--- src/rtl/pool_window_gen.sv ---
// Stride-2 2x2 window generator feeding the max-pool comparator.
// Buffers one even row and emits a window when the odd-row, odd-column pixel arrives.
module pool_window_gen #(
  parameter int DATA_WIDTH = 8,
  parameter int IMG_WIDTH  = 28,
  parameter int IMG_HEIGHT = 28
) (
  input  logic                  clk,
  input  logic                  reset,
  input  logic                  in_valid,
  output logic                  in_ready,
  input  logic [DATA_WIDTH-1:0] in_data,
  output logic                  out_valid,
  input  logic                  out_ready,
  output logic [DATA_WIDTH-1:0] win_tl,
  output logic [DATA_WIDTH-1:0] win_tr,
  output logic [DATA_WIDTH-1:0] win_bl,
  output logic [DATA_WIDTH-1:0] win_br,
  output logic                  out_last
);

  localparam int PW = 2 * (IMG_WIDTH / 2);
  localparam int PH = 2 * (IMG_HEIGHT / 2);
  localparam int CW = (IMG_WIDTH  > 1) ? $clog2(IMG_WIDTH)  : 1;
  localparam int RW = (IMG_HEIGHT > 1) ? $clog2(IMG_HEIGHT) : 1;
  localparam logic [CW-1:0] COL_MAX = CW'(IMG_WIDTH - 1);
  localparam logic [RW-1:0] ROW_MAX = RW'(IMG_HEIGHT - 1);

  logic [CW-1:0]         col;
  logic [RW-1:0]         row;
  logic [DATA_WIDTH-1:0] linebuf [IMG_WIDTH];
  logic [DATA_WIDTH-1:0] left_reg;

  logic in_pool;
  logic completing;
  logic accept;
  logic last_pos;

  // Handshake: a transfer occurs on a rising edge where valid && ready. Once
  // out_valid is high, the window and out_last hold until out_ready is seen.
  // in_ready only drops when a completing pixel would overwrite a stalled window.
  assign in_pool    = (int'(col) < PW) && (int'(row) < PH);
  assign completing = in_pool && row[0] && col[0];
  assign in_ready   = !(completing && out_valid && !out_ready);
  assign accept     = in_valid && in_ready;
  assign last_pos   = (int'(row) == PH - 1) && (int'(col) == PW - 1);

  always_ff @(posedge clk or posedge reset) begin
    if (reset) begin
      col <= '0;
      row <= '0;
    end else if (accept) begin
      if (col == COL_MAX) begin
        col <= '0;
        row <= (row == ROW_MAX) ? '0 : row + RW'(1);
      end else begin
        col <= col + CW'(1);
      end
    end
  end

  // Line buffer holds the top row of each window pair; no reset needed.
  always_ff @(posedge clk) begin
    if (accept && !row[0] && (int'(row) < PH)) begin
      linebuf[col] <= in_data;
    end
  end

  always_ff @(posedge clk or posedge reset) begin
    if (reset) begin
      left_reg <= '0;
    end else if (accept && in_pool && row[0] && !col[0]) begin
      left_reg <= in_data;
    end
  end

  always_ff @(posedge clk or posedge reset) begin
    if (reset) begin
      out_valid <= 1'b0;
      out_last  <= 1'b0;
      win_tl    <= '0;
      win_tr    <= '0;
      win_bl    <= '0;
      win_br    <= '0;
    end else if (accept && completing) begin
      out_valid <= 1'b1;
      out_last  <= last_pos;
      win_tl    <= linebuf[col - CW'(1)];
      win_tr    <= linebuf[col];
      win_bl    <= left_reg;
      win_br    <= in_data;
    end else if (out_ready) begin
      out_valid <= 1'b0;
    end
  end

endmodule

--- config.mk ---
export PLATFORM = sky130hd
export DESIGN_NAME = pool_window_gen
export DESIGN_NICKNAME = d
export VERILOG_FILES = /design/src/rtl/pool_window_gen.sv
export SDC_FILE = /design/constraint.sdc
export NUM_CORES = 1
export LEC_CHECK = 0
export ABC_AREA = 0
export BUFFER_PORTS_ARGS = -buffer_cell sky130_fd_sc_hd__buf_2
export CORE_MARGIN = 5
export CORE_UTILIZATION = 62
export CTS_CLUSTER_DIAMETER = 40
export DETAILED_ROUTE_END_ITERATION = 16
export GPL_TIMING_DRIVEN = 0
export HOLD_SLACK_MARGIN = 0.02
export PLACE_DENSITY = 0.83
export SYNTH_ARGS = -nofsm -noshare
export SYNTH_HDL_FRONTEND = slang
export SYNTH_SLANG_ARGS = --single-unit
--- constraint.sdc ---
create_clock -name clk -period 3.3 [get_ports clk]
set_clock_uncertainty 0.05 [all_clocks]
set_input_delay 0.33 -clock clk [delete_from_list [all_inputs] [get_ports clk]]
set_output_delay 0.33 -clock clk [all_outputs]
set_load 0.05 [all_outputs]
==> reports/qor.txt <==
Num rows = 52
Largest register FFs = 224
First-pass GRT wire length = 53300 um
CTS tree = yes
Final core utilization = 73.5%
Vias = 8667
Status = complete, no violations
Gpl congestion = 1.02
Post-Syn Instances = 867
DIE WIDTH = 154 um
Final period utilization = 98.6%
EDFF count, synth = 224
Critical R2R Capture = win_tl[5]
DRT antenna net count = 0
Clock slew at reported path FFs = 60 ps
Syn Std Cell Area = 12800 sq um
Post-synth top area share = 52.4%
Die Ht = 154 um
Vias in the first global route = 8432
Worst path cell trace = buf_6, buf_12, clkinvlp_4, buf_4, ha_1, nor3b_1, xnor2_2, a211oi_2, a2111oi_4, a211oi_1
Hold WS = 245 ps
Pleak = 5.55 nW
FFs w/ async S/R, synth = 18.8%
Arr. time, crit path = 3570 ps
Maximum clock path buffer count = 3
Clock root buffer = clkbuf_16
Post-Syn Nets = 885
Post-route cell area = 14900 sq um
Endpoints failing setup = 0
Worst Reg-to-Reg Cells = 10
Crit path time final = 3250 ps
Final slew viol count = 0
Worst Setup Start Kind = register
Synth warn = 0
Buffers on Ports = 46
CP startpoint = col[0]
Ports = 47
Top reg by flops = linebuf
Crit path capture type = register
Layout fillers = 1205
Largest cells by area after synthesis = edfxtp_1, dfrtp_1, mux4_2
Area growth syn-to-layout = 16.3%
CP Class = reg -> reg
H-tree Lvls = 2
Final Hold Vio Count = 0
Max Cap Viol = 0
Largest net degree at the start of global routing = 40
Area of the core = 20300 sq um
Top FF cell, synth = edfxtp_1
Power density cells = 960 nW/um^2
Final WL = 35700 um
Pre-Repair DR Iteration Count = 6
Total die area = 23700 sq um
Nets = 974
Relative slew slack = 8.86%
Syn Area/Cell = 14.8 sq um
CP endpoint = win_tl[5]
F_max = 307 MHz
DRT iter0 DRCs = 1620
Post-synthesis register bit count = 276
Post-Place Cell Area = 13400 sq um
Tot GR Track Use = 30.3%
Initial antenna violation count = 0
CTS buffer count = 37
WL/cell = 28.5 um
Type of the worst min-delay path = in -> reg
Sequential area share after synthesis = 62.5%
Register-to-register setup slack = 50 ps
GRT overflow = 0
Vias/cell = 6.93
DRC = 0
Post-DP HPWL = 23700 um
CP max FO = 19
Initial core utilization = 63.2%
Synth unique cells = 56
Skew-Pair Late Insertion Delay = 510 ps
Crit Reg-Reg Startpoint = col[0]
Clk sinks = 276
Slew @ Worst Pin = 1360 ps
CP Data Required Time = 3610 ps
Synth area leader = edfxtp_1
Max rail drop VDD = 451 uV
Antenna Cells = 0
Unrepaired setup endpoints after global routing = false
Layout cells sized above 1 = 24.8%
CP max-delay cell = xnor2_2
CP peak stage delay = 560 ps
-- Yosys cell counts (9+ instances only) --
library cell and n:
a2111oi_0 9, a211oi_1 20, a21oi_1 10, a221oi_1 10, buf_2 19, buf_4 9
clkbuf_1 19, dfrtp_1 52, edfxtp_1 224, inv_1 14, mux2_2 18, mux2i_1 69
mux4_1 11, mux4_2 49, nand2_1 109, nand2b_1 12, nand3_1 42, nor2_1 47
nor2b_1 10, o21ai_0 11
-- layout make-up --
type / instances / area, sq um / share of cell area [%]
inverters: 14 / 56.3 / 0.377
clock inverters: 22 / 251 / 1.69
repair buffers: 54 / 305 / 2.05
flip-flops and latches: 276 / 8030 / 53.8
well taps: 270 / 338 / 2.26
clock buffers: 42 / 966 / 6.47
multi-input cells: 521 / 4640 / 31.1
plain buffers: 52 / 337 / 2.26
-- through the flow --
step | TNS (ps) | power [W] | std cells | setup WS, ps
4_1_cts | -3.37 | 0.0140 | 1248 | -3.37
5_1_grt | 0 | 0.0148 | 1251 | 18.2
3_3_place_gp | -9770 | 0.00964 | 1183 | -1280
2_1_floorplan | 0 | 0.00812 | 867 | 382
3_5_place_dp | -10790 | 0.00972 | 1184 | -1330
6_report | 0 | 0.0143 | 1251 | 47.2
-- repair_timing --
action | CTS | global route
pin swaps | 3 | 3
hold buffers | 1 | 0
resized for setup | 32 | 15
buffers inserted | 2 | 4
setup endpoints to repair | 24 | 8
endpoints found under the hold margin | 13 | 0
-- per-layer routing --
metal	vias to the layer above	share of wire (%)	global-route usage, %
li1	3573	-	-
met1	4274	37	43.2
met2	708	45	46.7
met3	112	12	5.82
met4	0	4.7	12.1
met5	-	0	0
-- worst max-delay path: cells and delay by family (launching register included) --
family          cells  cell delay, ps
compound gates      3             820
buf+inv             4             750
xor+xnor            1             560
flops               1             420
fa+ha+maj           1             300
simple gates        1             210
-- cell usage in the layout (no fill, tap or decap), types with 4 or more instances in the layout --
| cell | synthesis | layout |
|---|---|---|
| a2111oi_4 | 0 | 7 |
| a211oi_1 | 20 | 13 |
| a211oi_2 | 0 | 7 |
| a21oi_1 | 10 | 10 |
| a221oi_1 | 10 | 10 |
| a221oi_2 | 4 | 4 |
| a311oi_1 | 5 | 5 |
| buf_2 | 19 | 60 |
| buf_4 | 9 | 14 |
| buf_6 | 5 | 6 |
| bufinv_16 | 0 | 4 |
| clkbuf_1 | 19 | 21 |
| clkbuf_16 | 0 | 38 |
| clkinv_2 | 0 | 4 |
| clkinvlp_4 | 0 | 4 |
| dfrtp_1 | 52 | 52 |
| edfxtp_1 | 224 | 224 |
| ha_1 | 6 | 6 |
| inv_1 | 14 | 12 |
| mux2_2 | 18 | 18 |
| mux2i_1 | 69 | 68 |
| mux4_1 | 11 | 11 |
| mux4_2 | 49 | 49 |
| nand2_1 | 109 | 109 |
| nand2b_1 | 12 | 12 |
| nand3_1 | 42 | 42 |
| nand4_1 | 8 | 8 |
| nor2_1 | 47 | 47 |
| nor2b_1 | 10 | 10 |
| nor3_1 | 8 | 8 |
| o2111ai_1 | 7 | 7 |
| o211a_1 | 8 | 8 |
| o21ai_0 | 11 | 11 |
| o21ai_1 | 8 | 7 |
-- how the worst min path moves through the flow --
stage                     start             to  slack [ps]  cells after the start
finish                 in_valid         row[1]         250                      4
detailed placement        reset      win_br[6]         250                      2
CTS                    in_valid         row[1]         230                      4
floorplan            in_data[0]  linebuf[0][0]         380                      0
global route           in_valid         row[1]         260                      4
global placement    left_reg[1]      win_bl[1]         390                      2
-- cell families after synthesis --
group           share of synthesized area (%)
simple gates                             9.00
xor+xnor                                0.273
buf+inv                                  3.00
mux                                      17.8
fa+ha+maj                               0.585
flops                                    62.5
compound gates                           6.79
-- report_power, final --
part	internal, W	switching (W)	total [W]	leakage, nW
Clock	0.00244	0.00148	0.00392	0.590
Sequential	0.00417	0.000228	0.00440	2.68
Combinational	0.00210	0.00390	0.00600	2.28
No activity file was read; power rests on OpenSTA's default activity.
